===== config.mk =====
export PLATFORM = sky130hd
export DESIGN_NAME = mem_arbiter_flat
export DESIGN_NICKNAME = d
export VERILOG_FILES = /design/src/rtl/arm_mem_pkg.sv /design/src/rtl/mem_arbiter_if.sv /design/src/rtl/rr_arbiter2.sv /design/src/rtl/mem_arbiter.sv /design/src/flat_wrapper.sv
export SDC_FILE = /design/constraint.sdc
export NUM_CORES = 1
export LEC_CHECK = 0
export CORE_MARGIN = 2
export CORE_UTILIZATION = 39
export DETAILED_ROUTE_END_ITERATION = 16
export GPL_TIMING_DRIVEN = 1
export PLACE_DENSITY = 0.86
export REMOVE_ABC_BUFFERS = 1
export SLEW_MARGIN = 10
export SYNTH_ARGS = -nofsm -noshare
export SYNTH_HDL_FRONTEND = slang
export SYNTH_SLANG_ARGS = --single-unit

===== constraint.sdc =====
create_clock -name clk -period 2.1 [get_ports clk]
set_clock_uncertainty 0.2 [all_clocks]
set_input_delay 0.525 -clock clk [delete_from_list [all_inputs] [get_ports clk]]
set_output_delay 0.525 -clock clk [all_outputs]
set_load 0.01 [all_outputs]

===== src/rtl/arm_mem_pkg.sv =====
// Shared definitions for the unified memory arbiter: FSM encoding, master
// indices and the wait-state counter width.
package arm_mem_pkg;

  typedef enum logic [1:0] {
    IDLE = 2'd0,
    BUSY = 2'd1,
    DONE = 2'd2
  } state_t;

  localparam logic M_CORE = 1'b0;
  localparam logic M_DMA  = 1'b1;

  // Wide enough for WAIT_CYCLES up to 15.
  localparam int CNT_W = 4;

endpackage


===== src/rtl/mem_arbiter_if.sv =====
// Bus bundle between the two masters, the arbiter and the memory array.
// Handshake: a master raises mN_req with stable we/adr/wdata and holds it
// until mN_ready pulses for exactly one cycle; mN_rdata is valid while
// mN_ready is high. Keeping req high past ready requests another access.
interface mem_arbiter_if #(
  parameter int AW = 32,
  parameter int DW = 32
);

  logic          m0_req;
  logic          m0_we;
  logic [AW-1:0] m0_adr;
  logic [DW-1:0] m0_wdata;
  logic [DW-1:0] m0_rdata;
  logic          m0_ready;

  logic          m1_req;
  logic          m1_we;
  logic [AW-1:0] m1_adr;
  logic [DW-1:0] m1_wdata;
  logic [DW-1:0] m1_rdata;
  logic          m1_ready;

  logic          mem_en;
  logic          mem_we;
  logic [AW-1:0] mem_adr;
  logic [DW-1:0] mem_wdata;
  logic [DW-1:0] mem_rdata;

  // Arbiter view.
  modport slave (
    input  m0_req, m0_we, m0_adr, m0_wdata,
    output m0_rdata, m0_ready,
    input  m1_req, m1_we, m1_adr, m1_wdata,
    output m1_rdata, m1_ready,
    output mem_en, mem_we, mem_adr, mem_wdata,
    input  mem_rdata
  );

  // Environment view (masters plus memory array).
  modport master (
    output m0_req, m0_we, m0_adr, m0_wdata,
    input  m0_rdata, m0_ready,
    output m1_req, m1_we, m1_adr, m1_wdata,
    input  m1_rdata, m1_ready,
    input  mem_en, mem_we, mem_adr, mem_wdata,
    output mem_rdata
  );

endinterface


===== src/rtl/rr_arbiter2.sv =====
// Combinational two-way round-robin picker. A lone requester always wins;
// on a tie the master that was not granted last time wins.
module rr_arbiter2
  import arm_mem_pkg::*;
(
  input  logic [1:0] req,
  input  logic       last_gnt,
  output logic       gnt,
  output logic       any
);

  // Winner selection.
  always_comb begin
    gnt = M_CORE;
    any = |req;
    case (req)
      2'b01:   gnt = M_CORE;
      2'b10:   gnt = M_DMA;
      2'b11:   gnt = ~last_gnt;
      default: gnt = M_CORE;
    endcase
  end

endmodule


===== src/rtl/mem_arbiter.sv =====
// Two-master arbiter and access sequencer for the unified instruction/data
// memory. Master 0 is the core, master 1 the DMA/debug port. Each access
// spends WAIT_CYCLES+1 cycles in BUSY followed by one DONE cycle that pulses
// the granted master's ready. All outputs come from registered state only.
module mem_arbiter
  import arm_mem_pkg::*;
#(
  parameter int WAIT_CYCLES = 2,
  parameter int AW          = 32,
  parameter int DW          = 32
) (
  input  logic       clk,
  input  logic       reset,
  mem_arbiter_if.slave bus,
  output state_t     dbg_state
);

  localparam logic [CNT_W-1:0] LAST_CNT = CNT_W'(WAIT_CYCLES);

  state_t           state_q;
  state_t           state_d;
  logic [CNT_W-1:0] cnt_q;
  logic             gnt_q;
  logic             last_gnt_q;
  logic             we_q;
  logic [AW-1:0]    adr_q;
  logic [DW-1:0]    wdata_q;
  logic [DW-1:0]    rdata_q;

  logic             pick;
  logic             any_req;
  logic             busy;
  logic             final_busy;

  rr_arbiter2 u_rr (
    .req      ({bus.m1_req, bus.m0_req}),
    .last_gnt (last_gnt_q),
    .gnt      (pick),
    .any      (any_req)
  );

  assign busy       = (state_q == BUSY);
  assign final_busy = busy && (cnt_q == LAST_CNT);

  // Next-state decode.
  always_comb begin
    state_d = state_q;
    case (state_q)
      IDLE:    if (any_req) state_d = BUSY;
      BUSY:    if (cnt_q == LAST_CNT) state_d = DONE;
      DONE:    state_d = IDLE;
      default: state_d = IDLE;
    endcase
  end

  // State register; reset abandons any access in flight.
  always_ff @(posedge clk) begin
    if (reset) state_q <= IDLE;
    else       state_q <= state_d;
  end

  // Grant/attribute latches, wait counter and read-data capture. Requests
  // are only looked at in IDLE, so changes during BUSY are ignored.
  always_ff @(posedge clk) begin
    if (reset) begin
      cnt_q      <= '0;
      gnt_q      <= M_CORE;
      last_gnt_q <= M_DMA;
      we_q       <= 1'b0;
      adr_q      <= '0;
      wdata_q    <= '0;
      rdata_q    <= '0;
    end else begin
      case (state_q)
        IDLE: begin
          if (any_req) begin
            gnt_q   <= pick;
            we_q    <= pick ? bus.m1_we    : bus.m0_we;
            adr_q   <= pick ? bus.m1_adr   : bus.m0_adr;
            wdata_q <= pick ? bus.m1_wdata : bus.m0_wdata;
            cnt_q   <= '0;
          end
        end
        BUSY: begin
          if (cnt_q == LAST_CNT) rdata_q <= bus.mem_rdata;
          else                   cnt_q   <= cnt_q + CNT_W'(1);
        end
        DONE: last_gnt_q <= gnt_q;
        default: ;
      endcase
    end
  end

  // Memory side: address/data only driven while an access is active so
  // they read as zero in reset and idle.
  assign bus.mem_en    = busy;
  assign bus.mem_we    = final_busy && we_q;
  assign bus.mem_adr   = busy ? adr_q   : '0;
  assign bus.mem_wdata = busy ? wdata_q : '0;

  // Master side: one-cycle ready to the granted master; both read ports
  // show the most recently captured word.
  assign bus.m0_ready = (state_q == DONE) && (gnt_q == M_CORE);
  assign bus.m1_ready = (state_q == DONE) && (gnt_q == M_DMA);
  assign bus.m0_rdata = rdata_q;
  assign bus.m1_rdata = rdata_q;

  assign dbg_state = state_q;

endmodule


===== src/flat_wrapper.sv =====
// flat-port wrapper written by rule: the top's interface ports become plain ports
module mem_arbiter_flat import arm_mem_pkg::*;
#(
  parameter int WAIT_CYCLES = 2,
  parameter int AW          = 32,
  parameter int DW          = 32
)
  (clk, reset, dbg_state, bus_m0_req, bus_m0_we, bus_m0_adr, bus_m0_wdata, bus_m0_rdata, bus_m0_ready, bus_m1_req, bus_m1_we, bus_m1_adr, bus_m1_wdata, bus_m1_rdata, bus_m1_ready, bus_mem_en, bus_mem_we, bus_mem_adr, bus_mem_wdata, bus_mem_rdata);
  mem_arbiter_if #(.AW(AW), .DW(DW)) bus_i ();
  input  logic clk;
  input  logic reset;
  output state_t dbg_state;
  input wire logic [$bits(bus_i.m0_req)-1:0] bus_m0_req;
  input wire logic [$bits(bus_i.m0_we)-1:0] bus_m0_we;
  input wire logic [$bits(bus_i.m0_adr)-1:0] bus_m0_adr;
  input wire logic [$bits(bus_i.m0_wdata)-1:0] bus_m0_wdata;
  output wire logic [$bits(bus_i.m0_rdata)-1:0] bus_m0_rdata;
  output wire logic [$bits(bus_i.m0_ready)-1:0] bus_m0_ready;
  input wire logic [$bits(bus_i.m1_req)-1:0] bus_m1_req;
  input wire logic [$bits(bus_i.m1_we)-1:0] bus_m1_we;
  input wire logic [$bits(bus_i.m1_adr)-1:0] bus_m1_adr;
  input wire logic [$bits(bus_i.m1_wdata)-1:0] bus_m1_wdata;
  output wire logic [$bits(bus_i.m1_rdata)-1:0] bus_m1_rdata;
  output wire logic [$bits(bus_i.m1_ready)-1:0] bus_m1_ready;
  output wire logic [$bits(bus_i.mem_en)-1:0] bus_mem_en;
  output wire logic [$bits(bus_i.mem_we)-1:0] bus_mem_we;
  output wire logic [$bits(bus_i.mem_adr)-1:0] bus_mem_adr;
  output wire logic [$bits(bus_i.mem_wdata)-1:0] bus_mem_wdata;
  input wire logic [$bits(bus_i.mem_rdata)-1:0] bus_mem_rdata;
  assign bus_i.m0_req = bus_m0_req;
  assign bus_i.m0_we = bus_m0_we;
  assign bus_i.m0_adr = bus_m0_adr;
  assign bus_i.m0_wdata = bus_m0_wdata;
  assign bus_m0_rdata = bus_i.m0_rdata;
  assign bus_m0_ready = bus_i.m0_ready;
  assign bus_i.m1_req = bus_m1_req;
  assign bus_i.m1_we = bus_m1_we;
  assign bus_i.m1_adr = bus_m1_adr;
  assign bus_i.m1_wdata = bus_m1_wdata;
  assign bus_m1_rdata = bus_i.m1_rdata;
  assign bus_m1_ready = bus_i.m1_ready;
  assign bus_mem_en = bus_i.mem_en;
  assign bus_mem_we = bus_i.mem_we;
  assign bus_mem_adr = bus_i.mem_adr;
  assign bus_mem_wdata = bus_i.mem_wdata;
  assign bus_i.mem_rdata = bus_mem_rdata;
  mem_arbiter #(.WAIT_CYCLES(WAIT_CYCLES), .AW(AW), .DW(DW)) u_core (.clk(clk), .reset(reset), .bus(bus_i), .dbg_state(dbg_state));
endmodule

* After elaboration in Yosys (flattened, before gate mapping)
Index checks and enable logic that the tools add are counted.
** Operators by class
- Add/subtract/negate cells :: 1
- Eq/ne operators :: 8
- Muxes and demuxes :: 12
- Bitwise gates (word level) :: 2
- Reduce and logical (&&, ||, !) cells :: 11
** Operator list (number)
- $mux W32 :: 4
- $mux W4 :: 2
- $pmux W4 S2 :: 1
- $eq A2 B2 Y1 const B :: 3
- $reduce_and A2 Y1 :: 3
- $add A4 B1 Y4 const B :: 1
- $eq A4 B2 Y1 const B :: 1
- $logic_and A1 B1 Y1 :: 4
- $mux W2 :: 2
- $ne A2 B2 Y1 const B :: 2
- $pmux W2 S2 :: 1
- $reduce_and A3 Y1 :: 1
- $eq A2 B1 Y1 const B :: 1
- $logic_not A2 Y1 :: 1
- $ne A2 B1 Y1 const B :: 1
- $not A1 Y1 :: 2
- $pmux W1 S2 :: 1
- $reduce_bool A2 Y1 :: 1
- $reduce_or A2 Y1 :: 1
- $mux W1 :: 1
** Word-level totals
- Register bits after elaboration :: 105
- Input bits :: 166
- Output and inout bits :: 134
- Logic and storage cells :: 42

* Depth between registers and ports, before layout
- Depth after elaboration :: 3
- Mapped depth :: 7
- Mapped depth without buffers :: 5

* Hierarchy
From an unflattened synthesis, not the netlist that was laid out.
** Unflattened totals
- Cells, all modules :: 585
- Area total of the unflattened synthesis :: 5119.9 sq um
** By module, submodules not included
- mem_arbiter :: times used 1, cells each 583, area each 5106.1 sq um, sequential area each 2102.0 sq um
- rr_arbiter2 :: times used 1, cells each 2, area each 13.8 sq um, sequential area each 0.0 sq um

* Least setup slack after synthesis
Ideal clock, no wire load.
- Kind :: register to output
- Start point :: reg u_core.state_q[1], in the netlist u_core.dbg_state[1]
- End point :: out bus_mem_we
- Arrival time :: 1.164 ns
- Data required time :: 1.375 ns
- Slack :: 0.211 ns
- Stages on the path, launching flop included :: 5
- Path buffers :: 1
- Cells stage by stage :: dfxtp_1 nand2b_1 inv_2 clkbuf_1 and3_1
** On the way
- Longest elaborated chain between the ends :: 3
** RTL lines
- start: declaration :: line mem_arbiter.sv:20 : state_t state_q;
- start signal: assignment :: line mem_arbiter.sv:59 : else state_q <= state_d;
- $eq A2 B1 Y1 :: line mem_arbiter.sv:42 : assign busy = (state_q == BUSY);
- $logic_and A1 B1 Y1 :: line mem_arbiter.sv:43 : assign final_busy = busy && (cnt_q == LAST_CNT);
- $logic_and A1 B1 Y1 :: line mem_arbiter.sv:97 : assign bus.mem_we = final_busy && we_q;
- end: declaration :: line flat_wrapper.sv:26 : output wire logic [$bits(bus_i.mem_we)-1:0] bus_mem_we;
Every way passes these cells.

* Worst setup path after layout
- Start point :: reg u_core.state_q[1], in the netlist u_core.dbg_state[1]
- End point :: out bus_mem_adr[8]
** On the way
- Longest elaborated chain between the ends :: 2
** RTL lines
- $eq A2 B1 Y1 :: line mem_arbiter.sv:42
- $mux W32 :: line mem_arbiter.sv:98 : assign bus.mem_adr = busy ? adr_q : '0;
- end: declaration :: line flat_wrapper.sv:27 : output wire logic [$bits(bus_i.mem_adr)-1:0] bus_mem_adr;
Every way passes these cells.

==> run summary <==
Worst EP required - 1370 ps
FF/Latch Area - 2100 um2
H-tree depth - 3
Worst Hold Class - reg2reg
Leakage - 3.41 nW
Reg2Reg Depth - 6
crit-path max cell delay - 330 ps
worst setup margin - -142 ps
root buffer cell - clkbuf_16
total grt overflow - 0
Fill cells - 1111
I/O pins - 300
Core Region - 13300 um2
failing checks - negative setup slack
cts bufs inserted - 9
Slew Limit Fails - 0
Synth-to-Final Area Change - 62.9%
setup violators final - 30
hold wc startpoint - u_core.bus.m0_rdata[20]
synthesized instance count - 667
clk_lat worst skew - 340 ps
hold-fix buffers at CTS - 0
IO buf count - 299
ANT cells - 0
vias per inst - 5.37
Max transition margin - 68.7%
fmax - 446 MHz
RSZ-0062 raised after global routing - true
cell area after synthesis - 5350 um2
post-synthesis sequential area ratio - 39.3%
Worst IR Drop VDD - 0.340 mV
area of the multi-input gates - 2770 um2
nets - 1086
DIE AREA - 14700 um2
fin crit period - 2240 ps
wire length per cell - 16.7 um
Die Wd - 121 um
CTS Buffer Depth - 2
clock transition at the registers of the reported paths - 70 ps
period utilization - 107%
Yosys cell types - 35
status - finished, violations left
total power - 5.27 mW
Max Cap Viol - 0
gr usage total - 24.3%
CP Capture Type - output port
first-pass GRT wire length - 28100 um
CP startpoint kind - register
CTS tree - built
final hold viol count - 0
Pre-antenna DRT Iters - 5
r2r setup slk - 170 ps
Detail Route Antenna Nets - 0
CP Class - reg2out
Detail Placement HPWL - 13100 um
initial antenna violation count - 0
critical path buffer and inverter count - 5
layout cells sized above 1 - 19.7%
Setup crit start - u_core.dbg_state[1]
Critical Path AT - 1520 ps
row cnt - 42
Worst Hold Path Cells - 2
die outline height - 121 um
Crit path depth - 7
Final Core Density - 65.5%
worst reg2reg path startpoint - u_core.cnt_q[0]
largest net degree at the start of global routing - 52
crit path max-delay cell type - dfxtp_2
Avg Inst Size Synth - 8.02 um2
vias in the first global route - 5481
DRC viols - 0
critical path peak fanout - 4
Starting DRT DRC Count - 479
Power Dens Cells - 605 nW/um2
critical-path cell list - nand2b_4, inv_8, buf_12, buf_16, buf_8, and2_4, buf_6
final WL - 18400 um
clock sinks - 105
Slew @ Worst Pin - 469 ps
crit-path leading delay family - buffers and inverters
via count - 5899
YS warnings - 0
Placer Congestion - 0.854
Initial Utilization - 40.2%
post-synthesis register bit count - 105
## layout make-up
cell class | instances | share of cell area [%]
repair buffers | 342 | 37.9
multi-input cells | 455 | 31.7
clock buffers | 13 | 2.87
clock inverters | 3 | 0.460
flip-flops and latches | 105 | 24.2
well taps | 176 | 2.53
inverters | 5 | 0.302
## flip-flops by register name, indices dropped and copies added (netlist names)
| signal | cells |
|---|---|
| u_core.cnt_q | 4 |
| u_core.adr_q | 32 |
| u_core.gnt_q | 1 |
| u_core.wdata_q | 32 |
| u_core.we_q | 1 |
| u_core.last_gnt_q | 1 |
| u_core.dbg_state | 2 |
| u_core.bus.m0_rdata | 32 |
## cell usage in the layout, fill, tap and decap left out, types with 2 or more instances in the layout
cell type / synthesis / final
a211oi_1: 2 / 2
a21oi_1: 99 / 99
a311oi_1: 37 / 37
a311oi_2: 28 / 28
and2_1: 65 / 47
and2_4: 0 / 17
buf_12: 0 / 9
buf_16: 0 / 2
buf_2: 10 / 41
buf_4: 32 / 29
buf_6: 4 / 27
clkbuf_1: 55 / 3
clkbuf_16: 0 / 9
clkdlybuf4s50_1: 0 / 228
clkinv_2: 0 / 2
dfxtp_1: 105 / 103
dfxtp_2: 0 / 2
dlygate4sd2_1: 0 / 2
inv_1: 4 / 4
nand2_1: 132 / 132
nand2b_4: 0 / 2
nand3_1: 34 / 34
nor3_1: 2 / 2
o21ai_0: 34 / 34
## logic make-up after synthesis
kind of cell             Yosys count  share of synthesized area (%)
AND/OR/NAND/NOR                  246                           21.8
AO/OA/AOI/OAI                    207                           27.8
buffers and inverters            107                           10.6
flip-flops                       105                           39.3
adder cells (fa/ha/maj)            2                          0.468
## routing by layer
metal  global-route usage (%)  part of all wire, %  up-vias
li1                         -                    -     2817
met1                     28.3                   37     2737
met2                     42.5                   51      305
met3                     6.02                  9.3       40
met4                     9.81                  2.4        0
met5                        0                    0        -
## report_power, final
part / total (mW) / internal [mW] / switching, mW
clock network: 1.69 / 0.956 / 0.732
registers: 2.22 / 2.14 / 0.0768
logic: 1.37 / 0.735 / 0.633
total: 5.27 / 3.83 / 1.44
## stage by stage
stage	hold WS (ps)	TNS [ps]	cell area (um2)	worst slack (ps)	std cells
6_report	289	-1240	8710	-142	1099
4_1_cts	290	-1910	8610	-151	1098
5_1_grt	308	-3120	8710	-178	1099
3_3_place_gp	274	-17870	8380	-193	1071
2_1_floorplan	281	-231550	4800	-2780	565
3_5_place_dp	280	-20420	8380	-275	1071
## synth_stat cells
cell type  number  share of area [%]
and2_1         65                7.6
or3b_1          1               0.16
inv_2           1              0.070
a311oi_2       28                7.9
dfxtp_1       105                 39
clkbuf_1       55                3.9
nor3_1          2               0.19
ha_1            2               0.47
o21ai_0        34                3.2
or3_1           1               0.12
buf_1           1              0.070
a221oi_1        1               0.16
and3_1          1               0.12
nor4_1          1               0.12
buf_6           4               0.84
buf_2          10               0.94
nand3_1        34                3.2
nand2_1       132                9.3
a21bo_2         1               0.19
o21a_1          1               0.14
inv_1           4               0.28
a41o_1          1               0.19
nor2b_1         1               0.12
or4_1           1               0.14
a21o_1          1               0.14
a21oi_1        99                9.3
nor2_1          3               0.21
a311oi_1       37                6.1
a211o_1         1               0.16
nand2b_1        2               0.23
a211oi_1        2               0.28
or2_0           1               0.12
nor3b_2         1               0.23
a21boi_2        1               0.21
buf_4          32                4.5
## worst reg2reg max path, delay by kind of cell, from the launching register on
family,cells,cell delay (ps)
compound gates,2,340
simple gates,1,410
buf+inv,2,340
fa+ha+maj,1,200
flops,1,310
## final timing paths
path | to
max | bus_mem_adr[8]
min | u_core.bus.m0_rdata[20]
max reg2reg | u_core.bus.m0_rdata[21]
min reg2reg | u_core.bus.m0_rdata[20]
## timing repair
action,in CTS,in global routing
pin swaps,5,3
endpoints found under the setup margin,68,70
setup buffers,9,3
resized for setup,296,28
gates cloned,2,0
Power figures use the tool's default switching activity.
